===== config.mk =====
export PLATFORM = sky130hd
export DESIGN_NAME = histogram_median_flat
export DESIGN_NICKNAME = d
export VERILOG_FILES = /design/src/rtl/histogram_median_if.sv /design/src/rtl/histogram_median.sv /design/src/flat_wrapper.sv
export SDC_FILE = /design/constraint.sdc
export NUM_CORES = 2
export LEC_CHECK = 0
export CELL_PAD_IN_SITES_DETAIL_PLACEMENT = 0
export CELL_PAD_IN_SITES_GLOBAL_PLACEMENT = 1
export CORE_AREA = 2 2 529 531
export CTS_BUF_LIST = sky130_fd_sc_hd__clkbuf_8
export DETAILED_ROUTE_END_ITERATION = 10
export DIE_AREA = 0 0 531 533
export PLACE_DENSITY = 0.7
export SLEW_MARGIN = 5
export SYNTH_ARGS = -nofsm -noshare
export SYNTH_HDL_FRONTEND = slang
export SYNTH_SLANG_ARGS = --single-unit

===== constraint.sdc =====
create_clock -name clk -period 18.9 [get_ports clk]
set_input_delay 4.725 -clock clk [delete_from_list [all_inputs] [get_ports clk]]
set_output_delay 4.725 -clock clk [all_outputs]
set_load 0.02 [all_outputs]

===== src/rtl/histogram_median_if.sv =====
// Handshake and result bundle between the projection-histogram engine and the
// median block; the slave modport is the median block's view.
interface histogram_median_if #(
  parameter int BINW = 8
);
  logic            start;
  logic            readHistogram;
  logic [BINW-1:0] xHistogramIn;
  logic            xValid;
  logic [BINW-1:0] yHistogramIn;
  logic            yValid;
  logic [7:0]      xMedian;
  logic [7:0]      yMedian;
  logic            histEmpty;
  logic            medianValid;
  logic            busy;

  modport master (
    output start, xHistogramIn, xValid, yHistogramIn, yValid,
    input  readHistogram, xMedian, yMedian, histEmpty, medianValid, busy
  );

  modport slave (
    input  start, xHistogramIn, xValid, yHistogramIn, yValid,
    output readHistogram, xMedian, yMedian, histEmpty, medianValid, busy
  );
endinterface


===== src/rtl/histogram_median.sv =====
// Captures one x/y projection-histogram readout and reports the median column
// and row of the event image after a fixed-length parallel scan.
module histogram_median #(
  parameter int IMWIDTH  = 240,
  parameter int IMHEIGHT = 180,
  parameter int BINW     = 8,
  parameter int SUMW     = 16,
  parameter int TIMEOUT  = 16
) (
  input  logic               clk,
  input  logic               reset,
  histogram_median_if.slave  bus
);

  localparam int MAXDIM = (IMWIDTH > IMHEIGHT) ? IMWIDTH : IMHEIGHT;
  localparam int CW     = $clog2(MAXDIM + 1);
  localparam int TW     = $clog2(TIMEOUT + 1);

  typedef enum logic [2:0] {IDLE, REQ, CAPTURE, SCAN, DONE} state_e;

  state_e state_q, state_d;

  logic [BINW-1:0] xbuf_q [IMWIDTH];
  logic [BINW-1:0] ybuf_q [IMHEIGHT];

  logic [CW-1:0]   nx_q, nx_d, ny_q, ny_d, s_q, s_d;
  logic [TW-1:0]   idle_q, idle_d;
  logic [SUMW-1:0] xtotal_q, xtotal_d, ytotal_q, ytotal_d;
  logic [SUMW:0]   xcum_q, xcum_d, ycum_q, ycum_d;
  logic            xfound_q, xfound_d, yfound_q, yfound_d;
  logic [7:0]      xmed_scan_q, xmed_scan_d, ymed_scan_q, ymed_scan_d;
  logic [7:0]      xmedian_q, xmedian_d, ymedian_q, ymedian_d;
  logic            hist_empty_q, hist_empty_d;

  logic            x_store, y_store, capture_done, scan_last;
  logic            x_hit, y_hit;
  logic [BINW-1:0] x_bin, y_bin;
  logic [SUMW:0]   x_cum_next, y_cum_next;
  logic            read_hist, median_valid, busy;

  assign x_store = (state_q == CAPTURE) && bus.xValid && (nx_q < CW'(IMWIDTH));
  assign y_store = (state_q == CAPTURE) && bus.yValid && (ny_q < CW'(IMHEIGHT));

  // The timeout is checked on the registered count, so a beat arriving in the
  // expiry cycle is still stored on the same edge that leaves CAPTURE.
  assign capture_done = ((nx_q == CW'(IMWIDTH)) && (ny_q == CW'(IMHEIGHT))) ||
                        (idle_q == TW'(TIMEOUT));
  assign scan_last    = (s_q == CW'(MAXDIM - 1));

  // Bins past the captured count read as zero, masking stale buffer contents.
  assign x_bin = (s_q < nx_q) ? xbuf_q[s_q] : '0;
  assign y_bin = (s_q < ny_q) ? ybuf_q[s_q] : '0;

  assign x_cum_next = xcum_q + (SUMW+1)'(x_bin);
  assign y_cum_next = ycum_q + (SUMW+1)'(y_bin);
  assign x_hit      = {x_cum_next, 1'b0} >= {2'b00, xtotal_q};
  assign y_hit      = {y_cum_next, 1'b0} >= {2'b00, ytotal_q};

  always_ff @(posedge clk) begin
    if (reset) state_q <= IDLE;
    else       state_q <= state_d;
  end

  always_comb begin
    state_d = state_q;
    unique case (state_q)
      IDLE:    if (bus.start) state_d = REQ;
      REQ:     state_d = CAPTURE;
      CAPTURE: if (capture_done) state_d = SCAN;
      SCAN:    if (scan_last) state_d = DONE;
      DONE:    state_d = IDLE;
      default: state_d = IDLE;
    endcase
  end

  always_comb begin
    read_hist    = (state_q == REQ);
    median_valid = (state_q == DONE);
    busy         = (state_q != IDLE);
  end

  // NOTE: every _d gets its hold value first so no path through the case
  // leaves it unassigned, which would otherwise infer a latch.
  always_comb begin
    nx_d         = nx_q;
    ny_d         = ny_q;
    s_d          = s_q;
    idle_d       = idle_q;
    xtotal_d     = xtotal_q;
    ytotal_d     = ytotal_q;
    xcum_d       = xcum_q;
    ycum_d       = ycum_q;
    xfound_d     = xfound_q;
    yfound_d     = yfound_q;
    xmed_scan_d  = xmed_scan_q;
    ymed_scan_d  = ymed_scan_q;
    xmedian_d    = xmedian_q;
    ymedian_d    = ymedian_q;
    hist_empty_d = hist_empty_q;
    unique case (state_q)
      REQ: begin
        nx_d        = '0;
        ny_d        = '0;
        s_d         = '0;
        idle_d      = '0;
        xtotal_d    = '0;
        ytotal_d    = '0;
        xcum_d      = '0;
        ycum_d      = '0;
        xfound_d    = 1'b0;
        yfound_d    = 1'b0;
        xmed_scan_d = '0;
        ymed_scan_d = '0;
      end
      CAPTURE: begin
        if (x_store) begin
          nx_d     = nx_q + 1'b1;
          xtotal_d = xtotal_q + SUMW'(bus.xHistogramIn);
        end
        if (y_store) begin
          ny_d     = ny_q + 1'b1;
          ytotal_d = ytotal_q + SUMW'(bus.yHistogramIn);
        end
        if (bus.xValid || bus.yValid)    idle_d = '0;
        else if (idle_q != TW'(TIMEOUT)) idle_d = idle_q + 1'b1;
      end
      SCAN: begin
        s_d    = s_q + 1'b1;
        xcum_d = x_cum_next;
        ycum_d = y_cum_next;
        if (x_hit && !xfound_q) begin
          xfound_d    = 1'b1;
          xmed_scan_d = 8'(s_q);
        end
        if (y_hit && !yfound_q) begin
          yfound_d    = 1'b1;
          ymed_scan_d = 8'(s_q);
        end
        if (scan_last) begin
          xmedian_d    = xmed_scan_d;
          ymedian_d    = ymed_scan_d;
          hist_empty_d = (xtotal_q == '0);
        end
      end
      default: ;
    endcase
  end

  // NOTE: sequential state uses non-blocking assignments so every register
  // samples its _d value from before the edge.
  always_ff @(posedge clk) begin
    if (reset) begin
      nx_q         <= '0;
      ny_q         <= '0;
      s_q          <= '0;
      idle_q       <= '0;
      xtotal_q     <= '0;
      ytotal_q     <= '0;
      xcum_q       <= '0;
      ycum_q       <= '0;
      xfound_q     <= 1'b0;
      yfound_q     <= 1'b0;
      xmed_scan_q  <= '0;
      ymed_scan_q  <= '0;
      xmedian_q    <= '0;
      ymedian_q    <= '0;
      hist_empty_q <= 1'b0;
    end else begin
      nx_q         <= nx_d;
      ny_q         <= ny_d;
      s_q          <= s_d;
      idle_q       <= idle_d;
      xtotal_q     <= xtotal_d;
      ytotal_q     <= ytotal_d;
      xcum_q       <= xcum_d;
      ycum_q       <= ycum_d;
      xfound_q     <= xfound_d;
      yfound_q     <= yfound_d;
      xmed_scan_q  <= xmed_scan_d;
      ymed_scan_q  <= ymed_scan_d;
      xmedian_q    <= xmedian_d;
      ymedian_q    <= ymedian_d;
      hist_empty_q <= hist_empty_d;
    end
  end

  // NOTE: the bin buffers have no reset; nothing reads past nx/ny, so their
  // contents never need a known value and they can map onto plain RAM.
  always_ff @(posedge clk) begin
    if (x_store) xbuf_q[nx_q] <= bus.xHistogramIn;
    if (y_store) ybuf_q[ny_q] <= bus.yHistogramIn;
  end

  assign bus.readHistogram = read_hist;
  assign bus.medianValid   = median_valid;
  assign bus.busy          = busy;
  assign bus.xMedian       = xmedian_q;
  assign bus.yMedian       = ymedian_q;
  assign bus.histEmpty     = hist_empty_q;

endmodule


===== src/flat_wrapper.sv =====
// flat-port wrapper written by rule: the top's interface ports become plain ports
module histogram_median_flat 
#(
  parameter int IMWIDTH  = 240,
  parameter int IMHEIGHT = 180,
  parameter int BINW     = 8,
  parameter int SUMW     = 16,
  parameter int TIMEOUT  = 16
)
  (clk, reset, bus_start, bus_xHistogramIn, bus_xValid, bus_yHistogramIn, bus_yValid, bus_readHistogram, bus_xMedian, bus_yMedian, bus_histEmpty, bus_medianValid, bus_busy);
  histogram_median_if #(.BINW(BINW)) bus_i ();
  input  logic clk;
  input  logic reset;
  input wire logic [$bits(bus_i.start)-1:0] bus_start;
  input wire logic [$bits(bus_i.xHistogramIn)-1:0] bus_xHistogramIn;
  input wire logic [$bits(bus_i.xValid)-1:0] bus_xValid;
  input wire logic [$bits(bus_i.yHistogramIn)-1:0] bus_yHistogramIn;
  input wire logic [$bits(bus_i.yValid)-1:0] bus_yValid;
  output wire logic [$bits(bus_i.readHistogram)-1:0] bus_readHistogram;
  output wire logic [$bits(bus_i.xMedian)-1:0] bus_xMedian;
  output wire logic [$bits(bus_i.yMedian)-1:0] bus_yMedian;
  output wire logic [$bits(bus_i.histEmpty)-1:0] bus_histEmpty;
  output wire logic [$bits(bus_i.medianValid)-1:0] bus_medianValid;
  output wire logic [$bits(bus_i.busy)-1:0] bus_busy;
  assign bus_i.start = bus_start;
  assign bus_i.xHistogramIn = bus_xHistogramIn;
  assign bus_i.xValid = bus_xValid;
  assign bus_i.yHistogramIn = bus_yHistogramIn;
  assign bus_i.yValid = bus_yValid;
  assign bus_readHistogram = bus_i.readHistogram;
  assign bus_xMedian = bus_i.xMedian;
  assign bus_yMedian = bus_i.yMedian;
  assign bus_histEmpty = bus_i.histEmpty;
  assign bus_medianValid = bus_i.medianValid;
  assign bus_busy = bus_i.busy;
  histogram_median #(.IMWIDTH(IMWIDTH), .IMHEIGHT(IMHEIGHT), .BINW(BINW), .SUMW(SUMW), .TIMEOUT(TIMEOUT)) u_core (.clk(clk), .reset(reset), .bus(bus_i));
endmodule

# After elaboration in Yosys (flattened, before gate mapping)
# Memory sizes are Yosys's and may differ from the RTL's. A register that Yosys moved wholly into a read port is not among the register bits.
# Cells that the tools add are included.
[totals]
register_bits = 133
out_inout_bits = 20
mem_bits_rw = 3360
n_memories = 2
in_bits = 21
word_cells = 108
[op_classes]
n_reduce_logical = 23
add_sub_neg = 8
n_eq_ne = 17
n_lt_le_gt_ge = 6
mux = 36
[mem_list]
columns = ["memory", "depth", "word_bits", "rd", "rd_ports_with_merged_regs", "write_ports", "line_no", "rtl"]
rows = [
  ["u_core.xbuf_q", 240, 8, 1, 1, 1, "histogram_median.sv:23", "logic [BINW-1:0] xbuf_q [IMWIDTH];"],
  ["u_core.ybuf_q", 180, 8, 1, 1, 1, "histogram_median.sv:24", "logic [BINW-1:0] ybuf_q [IMHEIGHT];"],
]
[ops]
columns = ["cell", "n"]
rows = [
  ["$mux W8", 10],
  ["$pmux W8 S2", 5],
  ["$pmux W17 S2", 2],
  ["$pmux W16 S2", 2],
  ["$ge A18 B16 Y1", 2],
  ["$add A17 B8 Y17", 2],
  ["$add A16 B8 Y16", 2],
  ["$mux W16", 2],
  ["$add A8 B1 Y8 const B", 3],
  ["$eq A8 B8 Y1 const B", 3],
  ["$logic_not A16 Y1", 1],
  ["$lt A8 B8 Y1", 2],
  ["$lt A8 B8 Y1 const B", 2],
  ["$ne A2 B1 Y1 const B", 6],
  ["$pmux W3 S4", 1],
  ["$reduce_and A2 Y1", 6],
  ["$mux W5", 2],
  ["$pmux W5 S2", 1],
  ["$mux W3", 3],
  ["$logic_and A1 B1 Y1", 7],
  ["$eq A3 B2 Y1 const B", 2],
  ["$mux W1", 6],
  ["$add A5 B1 Y5 const B", 1],
  ["$eq A5 B5 Y1 const B", 1],
  ["12 further kinds", 16],
]

# Depth between registers and ports, before layout
[logic_depth]
word_depth = 7
depth_mapped = 29
depth_no_buf = 26

# Worst setup path after synthesis
# Ideal clock, no wire load.
[synth_timing]
path_kind = "input -> register"
startpoint = "input port bus_yHistogramIn[0]"
endpoint = "register u_core.ytotal_q[14]"
slack_ns = 12.338
n_path_buf = 0
cell_stages = 10
arrival_ns = 6.434
required_ns = 18.772
setup_time_ns = 0.128
cell_sequence = "ha_1 fa_1 a21o_1 a21oi_1 o21bai_1 a21oi_1 o21ai_0 nor2b_1 xnor2_1 nor2_1"
[synth_between]
elab_chain_len = 3
[synth_lines]
columns = ["item", "line_no", "rtl"]
rows = [
  ["start, declared", "flat_wrapper.sv:17", "input wire logic [$bits(bus_i.yHistogramIn)-1:0] bus_yHistogramIn;"],
  ["$add A16 B8 Y16", "histogram_median.sv:122", "ytotal_d = ytotal_q + SUMW'(bus.yHistogramIn);"],
  ["$mux W16", "histogram_median.sv:120", "if (y_store) begin"],
  ["$pmux W16 S2", "histogram_median.sv:100", "unique case (state_q)"],
  ["end signal, assigned", "histogram_median.sv:174", "ytotal_q <= ytotal_d;"],
  ["end, declared", "histogram_median.sv:28", "logic [SUMW-1:0] xtotal_q, xtotal_d, ytotal_q, ytotal_d;"],
]
# Every way passes these cells. The select of a mux whose other input is x is not followed.
# A chain may end at the register's enable or synchronous reset.

==> results.yml <==
setup_path:
  path_buf_inv: 4
  cp-start-kind: "flop"
  critPathKind: "flop to flop"
  slowest_delay_ps: 890
  crit_slowest_cell: "a311oi_1"
  reg2reg_depth: 24
  crit_cells: 24
  critPathMostFrequentCell: "buf_4"
  cp.required_ps: 19840
  rrSetupSlack_ps: 8390
  path_cells: "buf_4 > buf_4 > buf_4 > buf_4 > mux4_2 > mux4_2 > o32a_1 > a311oi_1 > a211oi_1 > ha_1 > nor3_1 > o21ai_0 > nor3b_1 > nor2_1 > xnor2_1 > ha_1 > a21oi_1 > o211ai_1 > o311ai_0 > a211oi_1 > a211oi_1 > a21o_1 > a21oi_1 > o32ai_1"
  arrival_ps: 11460
  worstReg2RegEnd: "u_core.ymed_scan_q[5]$_SDFFE_PP0N_"
  crit_path_end_kind: "flop"
  path_delay_family: "compound AO/OA/AOI/OAI gates"
  path_max_fanout: 58
drt:
  num_vias: 67698
  drt_iter0_drc: 8021
  drc: 0
  routed_wirelength_mm: 341
  antenna_left: 0
  wl_per_cell_um: 30.8
  dr.pass1.iters: 7
  vias_per_cell: 6.11
placed_design:
  place_ws_ps: 8470
  dp.cells: 10094
  place.gp.congestion: 0.823
  placed_cell_area_um2: 143000
  place_hpwl_mm: 202
  port_buffers: 40
power_and_ir_drop:
  peakVddDrop_mv: 0.0532
  total_power_mw: 15.1
  p_leak_nw: 46.5
  powerDensity_nw_per_um2: 98.4
job:
  max-cap-violations: 0
synthesis:
  yosysTopAreaCellShare_pct: 73.0
  syn_avg_cell_area_um2: 21.1
  netlist_area_um2: 138000
  yosysWarnings: 0
  synth_nets: 6675
  synth_edf_count: 3360
  netlist_top_cells_count: "edfxtp_1 (3360), mux4_2 (1025), nor2_1 (582), clkbuf_1 (195), nand2_1 (158)"
  synth_most_common_cell: "edfxtp_1"
  synth_area_leader_cell: "edfxtp_1"
  synth_seq_area_share_pct: 75.1
  ys_ff_latch: 3501
  synthFlopType: "edfxtp_1"
  async_reset_ff_share_pct: 0
  synth_cell_types: 69
  netlist_top_cells_area: "edfxtp_1 (73%), mux4_2 (17%), dfxtp_1 (2.0%)"
  syn_inst: 6563
hold_path:
  worstHoldPathType: "flop to flop"
  holdPathStages: 2
  min_from: "u_core.ycum_q[0]$_SDFFE_PP0N_"
  hold_path_end: "u_core.ycum_q[0]$_SDFFE_PP0N_"
clocking:
  htreeDepth: 6
  numCtsBuffers: 569
  cts.sinks: 3501
  cts_tree: "yes"
  cts_hold_buf: 0
  root_buffer: "clkbuf_8"
  clk_latency_ps: 1040
  cts.path.max_buffers: 4
  path_clk_slew_ps: 60
  postCtsSetupRepairBufs: 0
  cts_resized: 0
cells_and_area:
  drive_gt1_share_pct: 26.0
  fill_cells: 20980
  final_nets: 7053
  final_area_um2: 153000
  areaGrowthSynthToFinish_pct: 10.6
  finalNonFillerCells: 11086
timing:
  slew_viol_final: 0
  slew_headroom_pct: 5.39
  worst_pin_slew_ps: 1410
  setup_viol: 0
  post-route-min-period_ps: 10510
  setup_ws_ps: 8390
  hold_viol: 0
  max_freq_ghz: 0.0951
  skew_ps: 61.2
  rsz0062_at_grt: "false"
  finalCritPeriodShare_pct: 55.6
  tns_ps: 0
floorplanning:
  dieArea_um2: 283000
  io_pins: 41
  start_util_pct: 49.7
  core_um2: 278000
  fp.dieH_um: 533
  row_count: 194
  fp.dieW_um: 531
grt:
  grt_pass1_vias: 68732
  grtUsageTotal_pct: 24.0
  grt_max_degree: 130
  grt_overflow: 0
  antenna_found_initial: 15
  grt_pass1_wl_mm: 488
run_status:
  status: "finished, final reports clean"
==> cell usage in the layout (no fill, tap or decap), types with 16 or more instances in the layout <==
master / Yosys / routed
edfxtp_1: 3360 / 3360
mux4_2: 1025 / 1025
nor2_1: 582 / 580
clkbuf_8: 0 / 580
inv_1: 78 / 257
nand2_1: 158 / 157
dfxtp_1: 141 / 133
buf_4: 47 / 128
clkinv_1: 0 / 120
a21oi_1: 106 / 106
ha_1: 87 / 87
a22oi_1: 64 / 64
nand3_1: 68 / 63
xnor2_1: 55 / 55
mux2i_1: 54 / 54
nor3_1: 51 / 51
o21ai_0: 43 / 43
clkinv_2: 0 / 43
a211oi_1: 33 / 33
nand4_1: 28 / 28
mux2_2: 24 / 24
clkdlybuf4s50_1: 0 / 23
inv_6: 0 / 18
nor2b_1: 18 / 17
a21o_1: 16 / 16
nor4_1: 16 / 16
==> stage by stage <==
stage | util (%) | hold WS, ps
CTS | 55.0 | 481
detailed placement | 51.3 | 469
global placement | 51.3 | 455
global route | 55.0 | 494
finish | 55.0 | 481
floorplan | - | 436
==> registers in the layout, summed over array words and instances (netlist names), named ones only <==
register              count
u_core.xfound_q           1
u_core.idle_q             5
u_core.xmed_scan_q        8
u_core.state_q            3
u_core.xbuf_q          1920
u_core.ytotal_q          16
u_core.ymed_scan_q        8
u_core.s_q                8
u_core.yfound_q           1
u_core.xcum_q            17
u_core.ycum_q            17
u_core.ybuf_q          1440
u_core.nx_q               8
u_core.bus.yMedian        8
u_core.bus.histEmpty      1
u_core.bus.xMedian        8
u_core.ny_q               8
u_core.xtotal_q          16
==> metal layers <==
| layer | wire length, um | GRT usage, % |
|---|---|---|
| met5 | 55 | 0 |
| met1 | 141000 | 34.4 |
| met3 | 32200 | 6.70 |
| met4 | 7750 | 6.18 |
| met2 | 160000 | 36.7 |
==> where the power goes <==
group | switching, mW | internal [mW] | leakage [nW]
clock network | 2.99 | 3.04 | 5.88
logic | 0.333 | 0.170 | 9.31
registers | 0.00894 | 8.50 | 31.3
==> layout make-up <==
type | count | area [um2] | area share (%)
multi-input combinational | 2614 | 32400 | 21.2
antenna | 6 | 15.0 | 0.00982
sequential | 3501 | 104000 | 67.8
timing repair buffer | 176 | 1570 | 1.03
inverter | 79 | 304 | 0.199
clock inverter | 414 | 2370 | 1.55
tap | 3724 | 4660 | 3.05
clock buffer | 572 | 7870 | 5.15
==> worst reg2reg max path: stages (launching register included) <==
cell and delay, ps:
dfxtp_4 810, buf_4 890, buf_4 890, buf_4 870
buf_4 690, mux4_2 450, mux4_2 530, o32a_1 320
a311oi_1 890, a211oi_1 220, ha_1 330, nor3_1 190
o21ai_0 160, nor3b_1 200, nor2_1 140, xnor2_1 170
ha_1 300, a21oi_1 220, o211ai_1 110, o311ai_0 520
a211oi_1 180, a211oi_1 380, a21o_1 430, a21oi_1 270
o32ai_1 280
==> logic make-up (layout without fill, tap and decap cells) <==
kind of cell | count (synthesis) | in the layout | synth area share (%)
AO/OA/AOI/OAI | 369 | 369 | 1.79
XOR/XNOR | 69 | 69 | 0.437
AND/OR/NAND/NOR | 982 | 982 | 3.03
flip-flops | 3501 | 3501 | 75.1
multiplexers | 1103 | 1103 | 17.3
other | 0 | 6 | 0
buffers and inverters | 448 | 1241 | 1.55
adder cells (fa/ha/maj) | 91 | 91 | 0.846
==> worst max-delay path by stage <==
stage                              from                                 end  slack (ps)
finish                             flop  u_core.ymed_scan_q[5]$_SDFFE_PP0N_        8390
global route                       flop  u_core.ymed_scan_q[2]$_SDFFE_PP0N_        7780
CTS                                flop  u_core.ymed_scan_q[5]$_SDFFE_PP0N_        8420
detailed placement                 flop  u_core.ymed_scan_q[5]$_SDFFE_PP0N_        8470
global placement                   flop  u_core.ymed_scan_q[7]$_SDFFE_PP0N_        8380
floorplan           bus_yHistogramIn[0]    u_core.ytotal_q[14]$_SDFFE_PP0P_       12340
Power figures use the tool's default switching activity.
